File: src/rtl/ddr_axi_pkg.sv
// Shared constants and types for the DDR AXI port-0 read/write arbiter.
//  ATYPE_WR / ATYPE_RD : combined A-channel direction encoding
//  BURST_INCR          : ABURST encoding for incrementing bursts
//  SIZE_16B            : ASIZE encoding for 16-byte beats
//  arb_state_e         : arbiter / channel-sequencing FSM states
package ddr_axi_pkg;

  localparam logic       ATYPE_WR   = 1'b1;
  localparam logic       ATYPE_RD   = 1'b0;
  localparam logic [1:0] BURST_INCR = 2'b01;
  localparam logic [2:0] SIZE_16B   = 3'b100;

  typedef enum logic [2:0] {
    StIdle,
    StWrAddr,
    StWrData,
    StWrResp,
    StRdAddr
  } arb_state_e;

endpackage

File: src/rtl/ddr_axi_rw_arbiter.sv
// Shares DDR controller AXI port 0 (combined A channel) between a frame writer and a frame
// reader. Arbitrates burst requests, sequences A -> W -> B for writes, counts outstanding
// read bursts and forwards R beats to the reader.
// Ports:
//  Axi0Clk, rst_n             clock, asynchronous active-low reset
//  wr_req/wr_addr/wr_len      write burst request (held until wr_grant)
//  rd_req/rd_addr/rd_len      read burst request (held until rd_grant)
//  rd_urgent                  reader FIFO low: read wins a simultaneous request
//  wr_grant/rd_grant          one-cycle pulse on the A-channel handshake
//  wr_data/wr_strb/wr_data_valid/wr_data_ready   write beat stream
//  wr_done                    one-cycle pulse on the B handshake
//  rd_data/rd_data_valid/rd_data_last            read beat stream, no back-pressure
//  rd_err                     sticky flag, set by any non-OKAY RRESP
//  DdrCtrl_*_0                controller AXI port 0 (A, W, B, R channels)
module ddr_axi_rw_arbiter
  import ddr_axi_pkg::*;
#(
  parameter int unsigned ADDR_W     = 32,
  parameter int unsigned DATA_W     = 128,
  parameter int unsigned MAX_RD_OUT = 4,
  parameter logic [7:0]  WR_ID      = 8'h00,
  parameter logic [7:0]  RD_ID      = 8'h01
) (
  input  logic                  Axi0Clk,
  input  logic                  rst_n,
  // requesters
  input  logic                  wr_req,
  input  logic [ADDR_W-1:0]     wr_addr,
  input  logic [7:0]            wr_len,
  input  logic                  rd_req,
  input  logic [ADDR_W-1:0]     rd_addr,
  input  logic [7:0]            rd_len,
  input  logic                  rd_urgent,
  output logic                  wr_grant,
  output logic                  rd_grant,
  input  logic [DATA_W-1:0]     wr_data,
  input  logic [DATA_W/8-1:0]   wr_strb,
  input  logic                  wr_data_valid,
  output logic                  wr_data_ready,
  output logic                  wr_done,
  output logic [DATA_W-1:0]     rd_data,
  output logic                  rd_data_valid,
  output logic                  rd_data_last,
  output logic                  rd_err,
  // controller A channel
  output logic [ADDR_W-1:0]     DdrCtrl_AADDR_0,
  output logic [7:0]            DdrCtrl_ALEN_0,
  output logic                  DdrCtrl_ATYPE_0,
  output logic                  DdrCtrl_AVALID_0,
  output logic [7:0]            DdrCtrl_AID_0,
  output logic [1:0]            DdrCtrl_ABURST_0,
  output logic [2:0]            DdrCtrl_ASIZE_0,
  output logic [1:0]            DdrCtrl_ALOCK_0,
  input  logic                  DdrCtrl_AREADY_0,
  // controller W channel
  output logic [DATA_W-1:0]     DdrCtrl_WDATA_0,
  output logic [DATA_W/8-1:0]   DdrCtrl_WSTRB_0,
  output logic                  DdrCtrl_WVALID_0,
  output logic                  DdrCtrl_WLAST_0,
  output logic [7:0]            DdrCtrl_WID_0,
  input  logic                  DdrCtrl_WREADY_0,
  // controller B channel
  input  logic                  DdrCtrl_BVALID_0,
  input  logic [7:0]            DdrCtrl_BID_0,
  output logic                  DdrCtrl_BREADY_0,
  // controller R channel
  input  logic [DATA_W-1:0]     DdrCtrl_RDATA_0,
  input  logic [7:0]            DdrCtrl_RID_0,
  input  logic                  DdrCtrl_RLAST_0,
  input  logic [1:0]            DdrCtrl_RRESP_0,
  input  logic                  DdrCtrl_RVALID_0,
  output logic                  DdrCtrl_RREADY_0
);

  localparam int unsigned CntW = $clog2(MAX_RD_OUT + 1);

  arb_state_e        state_q, state_d;
  logic [ADDR_W-1:0] addr_q;
  logic [7:0]        len_q;
  logic [7:0]        beat_cnt_q;
  logic [CntW-1:0]   rd_out_cnt_q;
  logic              last_wr_q;  // 1: most recent grant went to the writer
  logic              rd_err_q;

  logic rd_ok, pick_wr, pick_rd;
  logic a_hs, w_hs, w_last, rd_dec;

  // Single IDs on each side: B/R ordering is implicit, so the IDs carry no information here.
  logic unused_ids;
  assign unused_ids = ^{DdrCtrl_BID_0, DdrCtrl_RID_0};

  assign rd_ok  = rd_req && (rd_out_cnt_q < CntW'(MAX_RD_OUT));
  assign a_hs   = DdrCtrl_AVALID_0 && DdrCtrl_AREADY_0;
  assign w_hs   = DdrCtrl_WVALID_0 && DdrCtrl_WREADY_0;
  assign w_last = (beat_cnt_q == len_q);
  // Guard keeps a stray RLAST from wrapping the counter below zero.
  assign rd_dec = DdrCtrl_RVALID_0 && DdrCtrl_RLAST_0 && (rd_out_cnt_q != '0);

  // Arbitration: urgent read wins, otherwise round-robin against the last grant.
  always_comb begin
    pick_wr = 1'b0;
    pick_rd = 1'b0;
    if (wr_req && rd_ok) begin
      if (rd_urgent || last_wr_q) pick_rd = 1'b1;
      else                        pick_wr = 1'b1;
    end else if (wr_req) begin
      pick_wr = 1'b1;
    end else if (rd_ok) begin
      pick_rd = 1'b1;
    end
  end

  // FSM state register
  always_ff @(posedge Axi0Clk or negedge rst_n) begin
    if (!rst_n) state_q <= StIdle;
    else        state_q <= state_d;
  end

  // FSM next state
  always_comb begin
    state_d = state_q;
    unique case (state_q)
      StIdle: begin
        if (pick_wr)      state_d = StWrAddr;
        else if (pick_rd) state_d = StRdAddr;
      end
      StWrAddr: if (DdrCtrl_AREADY_0)  state_d = StWrData;
      StWrData: if (w_hs && w_last)    state_d = StWrResp;
      StWrResp: if (DdrCtrl_BVALID_0)  state_d = StIdle;
      StRdAddr: if (DdrCtrl_AREADY_0)  state_d = StIdle;
      default:                         state_d = StIdle;
    endcase
  end

  // FSM outputs
  always_comb begin
    DdrCtrl_AVALID_0 = 1'b0;
    DdrCtrl_ATYPE_0  = ATYPE_RD;
    DdrCtrl_AID_0    = RD_ID;
    DdrCtrl_WVALID_0 = 1'b0;
    DdrCtrl_WLAST_0  = 1'b0;
    DdrCtrl_BREADY_0 = 1'b0;
    wr_data_ready    = 1'b0;
    wr_grant         = 1'b0;
    rd_grant         = 1'b0;
    wr_done          = 1'b0;
    unique case (state_q)
      StWrAddr: begin
        DdrCtrl_AVALID_0 = 1'b1;
        DdrCtrl_ATYPE_0  = ATYPE_WR;
        DdrCtrl_AID_0    = WR_ID;
        wr_grant         = DdrCtrl_AREADY_0;
      end
      StRdAddr: begin
        DdrCtrl_AVALID_0 = 1'b1;
        rd_grant         = DdrCtrl_AREADY_0;
      end
      StWrData: begin
        DdrCtrl_WVALID_0 = wr_data_valid;
        DdrCtrl_WLAST_0  = w_last;
        wr_data_ready    = DdrCtrl_WREADY_0;
      end
      StWrResp: begin
        DdrCtrl_BREADY_0 = 1'b1;
        wr_done          = DdrCtrl_BVALID_0;
      end
      default: ;
    endcase
  end

  // Burst descriptor latch, beat counter and round-robin history.
  always_ff @(posedge Axi0Clk or negedge rst_n) begin
    if (!rst_n) begin
      addr_q     <= '0;
      len_q      <= '0;
      beat_cnt_q <= '0;
      last_wr_q  <= 1'b0;
    end else begin
      if (state_q == StIdle) begin
        if (pick_wr) begin
          addr_q <= wr_addr;
          len_q  <= wr_len;
        end else if (pick_rd) begin
          addr_q <= rd_addr;
          len_q  <= rd_len;
        end
      end
      if (a_hs) begin
        last_wr_q  <= (state_q == StWrAddr);
        beat_cnt_q <= '0;
      end else if (w_hs) begin
        beat_cnt_q <= beat_cnt_q + 8'd1;
      end
    end
  end

  // Outstanding read bursts and sticky read error.
  always_ff @(posedge Axi0Clk or negedge rst_n) begin
    if (!rst_n) begin
      rd_out_cnt_q <= '0;
      rd_err_q     <= 1'b0;
    end else begin
      unique case ({rd_grant, rd_dec})
        2'b10:   rd_out_cnt_q <= rd_out_cnt_q + 1'b1;
        2'b01:   rd_out_cnt_q <= rd_out_cnt_q - 1'b1;
        default: ;
      endcase
      if (DdrCtrl_RVALID_0 && (DdrCtrl_RRESP_0 != 2'b00)) rd_err_q <= 1'b1;
    end
  end

  assign DdrCtrl_AADDR_0  = addr_q;
  assign DdrCtrl_ALEN_0   = len_q;
  assign DdrCtrl_ABURST_0 = BURST_INCR;
  assign DdrCtrl_ASIZE_0  = SIZE_16B;
  assign DdrCtrl_ALOCK_0  = 2'b00;
  assign DdrCtrl_WDATA_0  = wr_data;
  assign DdrCtrl_WSTRB_0  = wr_strb;
  assign DdrCtrl_WID_0    = WR_ID;
  assign DdrCtrl_RREADY_0 = 1'b1;

  assign rd_data       = DdrCtrl_RDATA_0;
  assign rd_data_valid = DdrCtrl_RVALID_0;
  assign rd_data_last  = DdrCtrl_RVALID_0 && DdrCtrl_RLAST_0;
  assign rd_err        = rd_err_q;

endmodule

File: config.mk
export PLATFORM = sky130hd
export DESIGN_NAME = ddr_axi_rw_arbiter
export DESIGN_NICKNAME = d
export VERILOG_FILES = /design/src/rtl/ddr_axi_pkg.sv /design/src/rtl/ddr_axi_rw_arbiter.sv
export SDC_FILE = /design/constraint.sdc
export NUM_CORES = 1
export LEC_CHECK = 0
export CORE_AREA = 3 3 280 282
export CTS_CLUSTER_SIZE = 8
export DETAILED_ROUTE_END_ITERATION = 6
export DIE_AREA = 0 0 283 285
export PLACE_DENSITY_LB_ADDON = 0.12
export SYNTH_ARGS = -nofsm -noshare
export SYNTH_HDL_FRONTEND = slang
export SYNTH_SLANG_ARGS = --single-unit
File: constraint.sdc
create_clock -name Axi0Clk -period 1.8 [get_ports Axi0Clk]
set_input_delay 0.27 -clock Axi0Clk [delete_from_list [all_inputs] [get_ports Axi0Clk]]
set_output_delay 0.27 -clock Axi0Clk [all_outputs]
set_load 0.05 [all_outputs]
[Word level (Yosys, flattened, before mapping)]
Index checks and enable logic that the tools add are counted.
Word-level totals
  register bits after elaboration: 56
  bits of input ports: 381
  logic and storage cells: 72
  output and inout bits: 348
Operators by class
  reductions and logical operators: 18
  magnitude comparators: 1
  equal/unequal tests: 12
  $add $sub $neg: 3
  mux-type cells: 31
Operators by type and width (number)
  $mux W32: 2
  $mux W8: 4
  $mux W3: 6
  $mux W1: 17
  $pmux W3 S5: 1
  $add A8 B1 Y8 const B: 1
  $eq A8 B8 Y1: 1
  $logic_and A1 B1 Y1: 8
  $ne A2 B2 Y1 const B: 4
  $reduce_bool A2 Y1: 4
  $eq A3 B2 Y1 const B: 2
  $pmux W3 S2: 1
  $reduce_and A5 Y1: 1
  $add A3 B1 Y3 const B: 1
  $eq A3 B1 Y1 const B: 1
  $eq A3 B3 Y1 const B: 1
  $logic_not A3 Y1: 1
  $lt A3 B3 Y1 const B: 1
  $ne A3 B3 Y1 const B: 1
  $reduce_bool A3 Y1: 1
  $sub A3 B1 Y3 const B: 1
  $eq A2 B1 Y1 const B: 1
  $eq A2 B2 Y1 const B: 1
  $reduce_and A2 Y1: 1
  2 further kinds: 2

[Logic depth before layout (Yosys ltp)]
Gate-level depths: netlist (run 1).
  word-level depth: 8
  mapped depth: 9
  depth with buffers taken out: 8

[Least setup slack after synthesis (run 1)]
OpenSTA, ideal clock, no wires.
  path type: register to output
  from: reg state_q[0]
  to: out wr_grant
  arrival time: 3393 ps
  setup slack: -1863 ps
  cell stages (with the launch flop): 5
  path buffers: 1
  data required time: 1530 ps
  cell sequence: dfrtp_1 > clkbuf_1 > nor3b_1 > inv_1 > nor2_1
On the way
  cells in the longest elaborated chain, start to end: 2
Ends and longest elaborated chain
  start: declaration: RTL line ddr_axi_rw_arbiter.sv:77  | arb_state_e state_q, state_d;
  start signal: assignment: RTL line ddr_axi_rw_arbiter.sv:115  | if (!rst_n) state_q <= StIdle;
  start signal: assignment: RTL line ddr_axi_rw_arbiter.sv:116  | else state_q <= state_d;
  $eq A3 B1 Y1: RTL line ddr_axi_rw_arbiter.sv:147  | unique case (state_q)
  $mux W1: RTL line ddr_axi_rw_arbiter.sv:147
  end: declaration: RTL line ddr_axi_rw_arbiter.sv:34  | output logic wr_grant,
No other way between the ends.

[Final worst setup path (run 1)]
  from: reg len_q[6] (netlist: DdrCtrl_ALEN_0[6])
  to: out DdrCtrl_WLAST_0
On the way
  cells in the longest elaborated chain, start to end: 2
Ends and longest elaborated chain
  start: declaration: RTL line ddr_axi_rw_arbiter.sv:79  | logic [7:0] len_q;
  start signal: assignment: RTL line ddr_axi_rw_arbiter.sv:182  | len_q <= wr_len;
  start signal: assignment: RTL line ddr_axi_rw_arbiter.sv:185  | len_q <= rd_len;
  $eq A8 B8 Y1: RTL line ddr_axi_rw_arbiter.sv:95  | assign w_last = (beat_cnt_q == len_q);
  $mux W1: RTL line ddr_axi_rw_arbiter.sv:147
  end: declaration: RTL line ddr_axi_rw_arbiter.sv:59  | output logic DdrCtrl_WLAST_0,
No other way between the ends.

==> qor.csv, run 1 <==
metric,value,unit
root_buffer,clkbuf_16,
cp.arrival,1.84,ns
cts_buffer_depth,2,
place_congestion,0.633,
start_util,0.0673,
worstHoldPathType,primary input to asynchronous set/reset pin,
seqPwrFrac,0.209,
intPower,5.79,mW
crit_path_start_kind,flip-flop,
ys_ff_latch,56,
cts_tree,yes,
fin_nets,925,
stdcell_area,7230,µm²
combPwrFrac,0.670,
io_buffers,145,
synth_flop_cell,dfrtp_1,
max_freq,0.474,GHz
critPathKind,flip-flop to primary output,
power_density,1550,nW/µm²
min_period_over_period,1.17,
die_area,80700,µm²
drtIter0Drc,48,
worstPathMaxFanout,2,
synth_edf_count,0,
seq_area_frac_synth,0.274,
synth_cell_types,38,
grtUsageTotal,0.0483,
setup_slack,-0.310,ns
ios,729,
slew_viol_final,0,
fin_skew,0.00899,ns
htree_levels,2,
drc,0,
dr.pass1.iters,4,
drive_gt1_frac,0.415,
cp-end-kind,primary output,
wl,22800,µm
synthCells,592,
finalHoldViolCount,0,
netlist_area,5110,µm²
ant_nets,0,
grt_pass1_wl,27400,µm
ir_drop,0.435,mV
clkLatencyLatePin,0.33,ns
drv_cap,0,
grt_antenna_before_repair,0,
outcome,"finished, violations left",
cts_num_sinks,56,
switching_share,0.484,
vias,3476,
violations,negative setup slack,
path_clk_slew,0.09,ns
grt-ovfl-total,0,
p_leak,2.92,nW
grt_pass1_vias,3630,
die_w,283,µm
die_h,285,µm
cts_buffers,5,
place_area,6150,µm²
wl_per_cell,14.5,µm
dp_hpwl,16200,µm
clkPwrFrac,0.121,
syn_area_per_cell,8.63,µm²
grt_start_max_net_pins,47,
core_area,75900,µm²
syn_to_final_growth,41.4,%
power.switching,5.43,mW
cp.required,1.53,ns
whs,0.427,ns
std_cell_rows,101,
rsz0062_at_grt,yes,
async_flop_share,1.00,
setup_violations,10,
via_per_inst,2.21,
yosysWarnings,0,
fin_crit,2.11,ns
[metrics by stage]
| stage | TNS [ns] | setup WS (ns) | power, mW | cells | utilization |
|---|---|---|---|---|---|
| 2_1_floorplan | -1.60 | -0.500 | 7.12 | 613 | - |
| 3_3_place_gp | -7.04 | -0.421 | 8.09 | 1530 | 0.0810 |
| 3_5_place_dp | -6.83 | -0.423 | 8.05 | 1530 | 0.0810 |
| 4_1_cts | -1.69 | -0.403 | 9.83 | 1549 | 0.0860 |
| 5_1_grt | -3.65 | -0.411 | 12.0 | 1572 | 0.0951 |
| 6_report | -1.18 | -0.310 | 11.2 | 1573 | 0.0952 |
[synth_stat cells (all sizes together) (2+ instances only)]
library cell  instances  share of area
a21oi                 2         0.0020
and2                  6         0.0073
buf                 301           0.44
clkbuf               10         0.0073
conb                  2         0.0015
dfrtp                56           0.27
ha                    2         0.0049
inv                   8         0.0059
mux2i                43          0.084
nand2                49          0.036
nand2b                3         0.0037
nand3                 2         0.0020
nand4                 2         0.0024
nor2                 18          0.013
nor3                  2         0.0020
nor3b                 2         0.0029
nor4                  4         0.0049
o211ai                2         0.0029
o21ai                44          0.043
or3                   3         0.0037
xnor2                 8          0.014
xor2                 10          0.017
[registers in the layout, indices dropped and copies added, names as in the netlist]
name / count
DdrCtrl_AADDR_0: 32
DdrCtrl_ALEN_0: 8
beat_cnt_q: 8
rd_out_cnt_q: 3
state_q: 3
last_wr_q: 1
rd_err: 1
[critical path, stage by stage (launching register included)]
cell and delay, ns:
dfrtp_2 0.47, xnor2_2 0.15, nand2_2 0.10, or3_4 0.41, nor4_4 0.19, buf_12 0.18
[power groups by stage]
stage	clock (mW)	sequential (mW)	combinational, mW
2_1_floorplan	0	3.66	3.46
3_3_place_gp	0	2.31	5.78
3_5_place_dp	0	2.30	5.75
4_1_cts	1.50	2.28	6.05
5_1_grt	1.52	2.44	8.06
6_report	1.36	2.35	7.51
[cells by family after synthesis]
| kind of cell | synth area share |
|---|---|
| other | 0.00147 |
| multiplexers | 0.0842 |
| AND/OR/NAND/NOR | 0.0901 |
| AO/OA/AOI/OAI | 0.0561 |
| flip-flops | 0.274 |
| adder cells (fa/ha/maj) | 0.00881 |
| buffers and inverters | 0.454 |
| XOR/XNOR | 0.0309 |
[final cells by class]
cell class              instances  area (µm²)
diodes                          1        2.50
clock buffers                   7         153
clock inverters                 1        30.0
fillers                      8807       68700
inverters                       8        36.3
multi-input cells             238        1850
flip-flops and latches         56        1410
well taps                    1030        1290
repair buffers                232        2460
[routing by layer]
metal  vias up  share of wire  track usage
met2       307           0.45       0.0704
li1       1490              -            -
met3       126           0.11       0.0307
met4         2          0.059       0.0353
met5         -         0.0022      0.00476
met1      1551           0.37       0.0498
[timing repair]
action / 4_1_cts / 5_1_grt
cloned: 0 / 12
gates resized for setup: 33 / 116
buffers inserted: 10 / 12
setup endpoints to repair: 20 / 58
pin swaps: 10 / 39
hold endpoints to repair: 25 / 0
hold buffers: 1 / 0
[layout by cell type (no fill, tap or decap), types with 3 or more instances in the layout]
cell,instances
xnor2_1,6
dfrtp_1,50
nand2b_1,3
nor2_4,3
conb_1,23
and2_1,3
nor4_4,3
dlygate4sd2_1,4
o21ai_1,16
o21ai_2,16
nor2_1,15
mux2i_1,43
clkdlybuf4s50_1,91
nand2_4,13
o21ai_0,10
dfrtp_2,6
buf_8,3
inv_1,5
buf_4,90
xor2_1,10
buf_12,20
nand2_1,18
and2_4,3
nand2_2,18
clkbuf_16,14
buf_6,14
[worst paths after layout]
kind | startpoint | endpoint | slack, ns | depth (start not counted)
setup reg to reg | state_q[0] | rd_out_cnt_q[2] | -0.13 | 8
hold reg to reg | DdrCtrl_AADDR_0[18] | DdrCtrl_AADDR_0[18] | 0.48 | 2
max in group asynchronous | rst_n | DdrCtrl_ALEN_0[3] | 0.79 | 3
hold / removal | rst_n | DdrCtrl_AADDR_0[7] | 0.43 | 2
setup / recovery | DdrCtrl_ALEN_0[6] | DdrCtrl_WLAST_0 | -0.31 | 5
min in group Axi0Clk | DdrCtrl_AADDR_0[18] | DdrCtrl_AADDR_0[18] | 0.48 | 2
Note: power is estimated with default switching activity, not from simulation.
==> inputs of run 2 (changes only) <==
Settings changed: CORE_AREA 3 3 280 282 to 2 2 287 289, DIE_AREA 0 0 283 285 to 0 0 289 291, PLACE_DENSITY_LB_ADDON 0.12 to 0.08.
==> run 2 against run 1 <==
The run still ends with negative setup slack left; sequential power down 2%; largest cell class unchanged; first-iteration DRC count rose by 19%; clock-buffer cell count fell by 1; register-to-register slack got worse by 0.05 ns; global-route usage increased by 0.27 points.
==> qor.csv, run 2 (synthesized netlist as in run 1, its figures left out) <==
metric,value,unit
setup_violations,44,
cts_num_sinks,56,
io_buffers,145,
path_clk_slew,0.11,ns
place_congestion,0.611,
min_period_over_period,1.21,
critPathKind,flip-flop to primary output,
drc,0,
grt_start_max_net_pins,34,
ant_nets,0,
cts_buffers,5,
htree_levels,2,
post-place-cells,1587,
outcome,"finished, violations left",
grt_pass1_wl,29300,µm
final_cell_mix,"clkdlybuf4s50_1, buf_4, dfrtp_1, mux2i_1, conb_1",
die_h,291,µm
cts_buffer_depth,2,
p_leak,2.87,nW
die_w,289,µm
core_area,81200,µm²
cp.required,1.53,ns
cts_tree,yes,
diodes,0,
grtUsageTotal,0.0510,
rsz0062_at_grt,yes,
die_area,84100,µm²
grt_antenna_before_repair,3,
setup_slack,-0.387,ns
violations,negative setup slack,
cp-end-kind,primary output,
worstPathMaxFanout,2,
wl_per_cell,13.7,µm
dr.pass1.iters,4,
setup_tns,-2.72,ns
power_density,1540,nW/µm²
instances_no_fill,1614,
cp.arrival,1.92,ns
worst_r2r_path_depth,8,
start_util,0.0629,
finalPower,11.2,mW
largest_register_ffs,32,
grt_pass1_vias,3828,
slew_viol_final,0,
root_buffer,clkbuf_16,
vias,3422,
dp_hpwl,17200,µm
crit_path_start_kind,flip-flop,
std_cell_rows,105,
drive_gt1_frac,0.432,
syn_to_final_growth,42.2,%
drtIter0Drc,57,
nFillCells,9445,
worstMarginPinSlew,0.506,ns
fin_crit,2.19,ns
max_freq,0.457,GHz
ir_drop,0.551,mV
wl,22200,µm
via_per_inst,2.12,
drv_cap,0,
relSlewSlack,0.662,
fin_nets,927,
grt-ovfl-total,0,
ios,729,
fin_skew,0.0175,ns
worstHoldPathType,primary input to asynchronous set/reset pin,
fin_util,0.0895,
finalHoldViolCount,0,
clkLatencyLatePin,0.35,ns
[run 2: cell types whose count changed in the layout (fill, tap and decap cells not counted), moves of 4 or more]
| cell | change |
|---|---|
| clkbuf_16 | -6 |
| nand2_2 | +4 |
| nand2_4 | -5 |
| mux2i_2 | +4 |
| o21ai_1 | +6 |
| mux2i_1 | -4 |
| buf_8 | +5 |
| o21ai_0 | -6 |
[run 2: layout make-up]
cell class	instances	area (µm²)	share of cell area
Clock buffer	6	129	0.0177
Multi-Input combinational cell	238	1860	0.255
Inverter	8	36.3	0.00499
Timing Repair Buffer	234	2460	0.338
Tap cell	1070	1340	0.184
Sequential cell	56	1410	0.194
Clock inverter	2	38.8	0.00534
[run 2: worst max-delay path: stages, from the launching register on]
cell	delay [ns]
dfrtp_2	0.46
xnor2_1	0.14
nand2_1	0.13
or3_4	0.42
nor4_4	0.24
buf_12	0.18
[run 2: metal layers]
metal,GRT usage,part of all wire,up-vias
met5,0.00407,0.0026,-
met4,0.0464,0.085,4
met3,0.0275,0.11,141
met2,0.0717,0.42,260
met1,0.0539,0.37,1533
li1,-,-,1484
[run 2: per-stage QoR]
step	hold WS (ns)	area [µm²]	worst slack, ns
4_1_cts	0.221	6870	-0.492
3_5_place_dp	0.0973	6370	-0.521
6_report	0.260	7270	-0.387
3_3_place_gp	0.101	6370	-0.547
2_1_floorplan	-0.0256	5250	-0.500
5_1_grt	0.243	7270	-0.534
[run 2: power by group]
group	switching [mW]	total (mW)	internal (mW)
Clock	0.676	1.35	0.671
Combinational	4.26	7.54	3.28
Sequential	0.486	2.30	1.81
Total	5.42	11.2	5.76
[run 2: final timing paths]
kind,start,slack (ns),to
setup reg to reg,state_q[0],-0.18,rd_out_cnt_q[2]
hold / removal,rst_n,0.26,DdrCtrl_AADDR_0[23]
max in group asynchronous,rst_n,1.01,rd_err
setup / recovery,DdrCtrl_ALEN_0[6],-0.39,DdrCtrl_WLAST_0
min in group Axi0Clk,rd_err,0.47,rd_err
hold reg to reg,rd_err,0.47,rd_err
[run 2: repair_timing]
item	4_1_cts	5_1_grt
endpoints found under the setup margin	54	49
endpoints found under the hold margin	48	0
cloned	1	3
resized for setup	46	124
pin swaps	18	34
hold buffers	1	0
buffers inserted	13	6
==> inputs of run 3 (changes only) <==
Settings changed: PLACE_DENSITY set to 0.34, PLACE_DENSITY_LB_ADDON 0.08 to unset.
==> run 3 against run 2 <==
The flow still finishes with violations (negative setup slack); flip-flop and latch count unchanged; non-clock buffer count is 7 lower; first-iteration DRC count up 40%; utilization up 0.11 points; hold slack improved by 0.14 ns; fmax increased by 0.39%; clock-buffer cell count did not move; clock power decreased by 13%; critical path depth unchanged; die area did not move; wire length up 2.6%.
==> qor.csv, run 3 (synthesized netlist as in run 1, its figures left out) <==
metric,value,unit
drv_cap,0,
grt_pass1_wl,25700,µm
drc,0,
violations,negative setup slack,
largest_register_ffs,32,
final_cell_mix,"clkdlybuf4s50_1, buf_4, dfrtp_1, mux2i_1, o21ai_2",
die_h,291,µm
power.switching,5.74,mW
std_cell_rows,105,
path_clk_slew,0.08,ns
ir_drop,0.647,mV
worstHoldPathType,primary input to asynchronous set/reset pin,
start_util,0.0629,
max_freq,0.459,GHz
crit_chain,"xnor2_2, nand2_1, or3_4, nor4_4, buf_12",
htree_levels,2,
cts_buffer_depth,2,
grt_pass1_vias,3551,
die_area,84100,µm²
multi_input_area,1970,µm²
slew_viol_final,0,
setup_violations,49,
power_density,1570,nW/µm²
ant_nets,0,
path_delay_family,simple AND/OR/NAND/NOR gates,
place_congestion,0.678,
setup_slack,-0.378,ns
diodes,0,
finalHoldViolCount,0,
met1_length,7860,µm
setup_tns,-3.44,ns
core_area,81200,µm²
fin_nets,920,
wl,22800,µm
die_w,289,µm
grt_antenna_before_repair,0,
vias,3509,
grtUsageTotal,0.0445,
switching_share,0.498,
grt-ovfl-total,0,
wl_per_cell,14.2,µm
seqPwrFrac,0.211,
crit_path_start_kind,flip-flop,
critPathBufInv,1,
dr.pass1.iters,4,
worstReg2RegEnd,beat_cnt_q[7],
drive_gt1_frac,0.423,
p_leak,2.97,nW
combPwrFrac,0.687,
worst_r2r_path_depth,6,
root_buffer,clkbuf_16,
relSlewSlack,0.655,
final_common_cell,clkdlybuf4s50_1,
crit_slowest_cell,dfrtp_2,
min_period_over_period,1.21,
nFillCells,9449,
cts_num_sinks,56,
dp_hpwl,15700,µm
io_buffers,145,
wl_met3,2960,µm
cts_tree,yes,
ios,729,
drtIter0Drc,80,
rsz0062_at_grt,yes,
reg2reg_slack,-0.15,ns
via_per_inst,2.18,
final-seq-area,1410,µm²
intPower,5.78,mW
critPathMaxStageDelay,0.52,ns
place_worst_setup_slack,-0.448,ns
cp.arrival,1.91,ns
fin_crit,2.18,ns
clkPwrFrac,0.103,
worstPathMaxFanout,2,
r2r-start,state_q[2],
outcome,"finished, violations left",
worstMarginPinSlew,0.516,ns
wl_met2,9640,µm
cp-end-kind,primary output,
route.top_layer_used,met4,
critPathKind,flip-flop to primary output,
clkLatencyLatePin,0.34,ns
fin_skew,0.0149,ns
cts_buffers,5,
syn_to_final_growth,44.0,%
grt_start_max_net_pins,63,
cp.required,1.53,ns
[run 3: area by class of cell]
cell class | instances | share of cell area
clock buffers | 6 | 0.0175
clock inverters | 2 | 0.00221
well taps | 1070 | 0.182
repair buffers | 227 | 0.334
multi-input cells | 238 | 0.268
inverters | 8 | 0.00493
flip-flops and latches | 56 | 0.191
[run 3: what timing repair did]
item | 4_1_cts | 5_1_grt
buffers inserted | 8 | 17
hold buffers | 1 | 0
hold endpoints to repair | 24 | 0
setup endpoints to repair | 28 | 62
pin swaps | 8 | 66
resized for setup | 45 | 163
gates cloned | 0 | 10
[run 3: through the flow]
step	total power [mW]	utilization	hold WS (ns)	instances	area [µm²]
floorplan	7.12	-	-0.0256	613	5250
global placement	8.07	0.0769	0.239	1564	6240
detailed placement	8.08	0.0769	0.246	1564	6240
CTS	9.61	0.0808	0.389	1580	6560
global route	12.4	0.0906	0.428	1607	7360
finish	11.5	0.0906	0.397	1607	7360
[run 3: worst max path at each step]
stage | depth (start not counted) | from | to | slack (ns)
final | 5 | DdrCtrl_ALEN_0[1] | DdrCtrl_WLAST_0 | -0.38
after global routing | 5 | DdrCtrl_ALEN_0[1] | DdrCtrl_WLAST_0 | -0.43
after CTS | 5 | DdrCtrl_ALEN_0[6] | DdrCtrl_WLAST_0 | -0.40
after detailed placement | 9 | DdrCtrl_RVALID_0 | rd_out_cnt_q[2] | -0.45
after global placement | 9 | DdrCtrl_RVALID_0 | rd_out_cnt_q[2] | -0.45
after floorplan | 4 | state_q[0] | wr_grant | -0.50
[run 3: layer usage]
| layer | up-vias | global-route usage |
|---|---|---|
| met1 | 1536 | 0.0443 |
| met5 | - | 0.000581 |
| met4 | 0 | 0.0518 |
| li1 | 1476 | - |
| met3 | 177 | 0.0300 |
| met2 | 320 | 0.0565 |
[run 3: worst reg2reg max path, stage by stage, from the launching register on]
cell     delay (ns)
dfrtp_1        0.40
buf_6          0.14
buf_6          0.11
or3b_4         0.38
or3_4          0.38
or3_4          0.33
a21oi_2        0.14
[run 3: power by group through the flow]
stage          registers, mW  logic (mW)  clock network (mW)
6_report                2.43        7.92                1.18
5_1_grt                 2.52        8.51                1.35
4_1_cts                 2.30        5.98                1.33
3_5_place_dp            2.31        5.78                   0
3_3_place_gp            2.30        5.77                   0
2_1_floorplan           3.66        3.46                   0
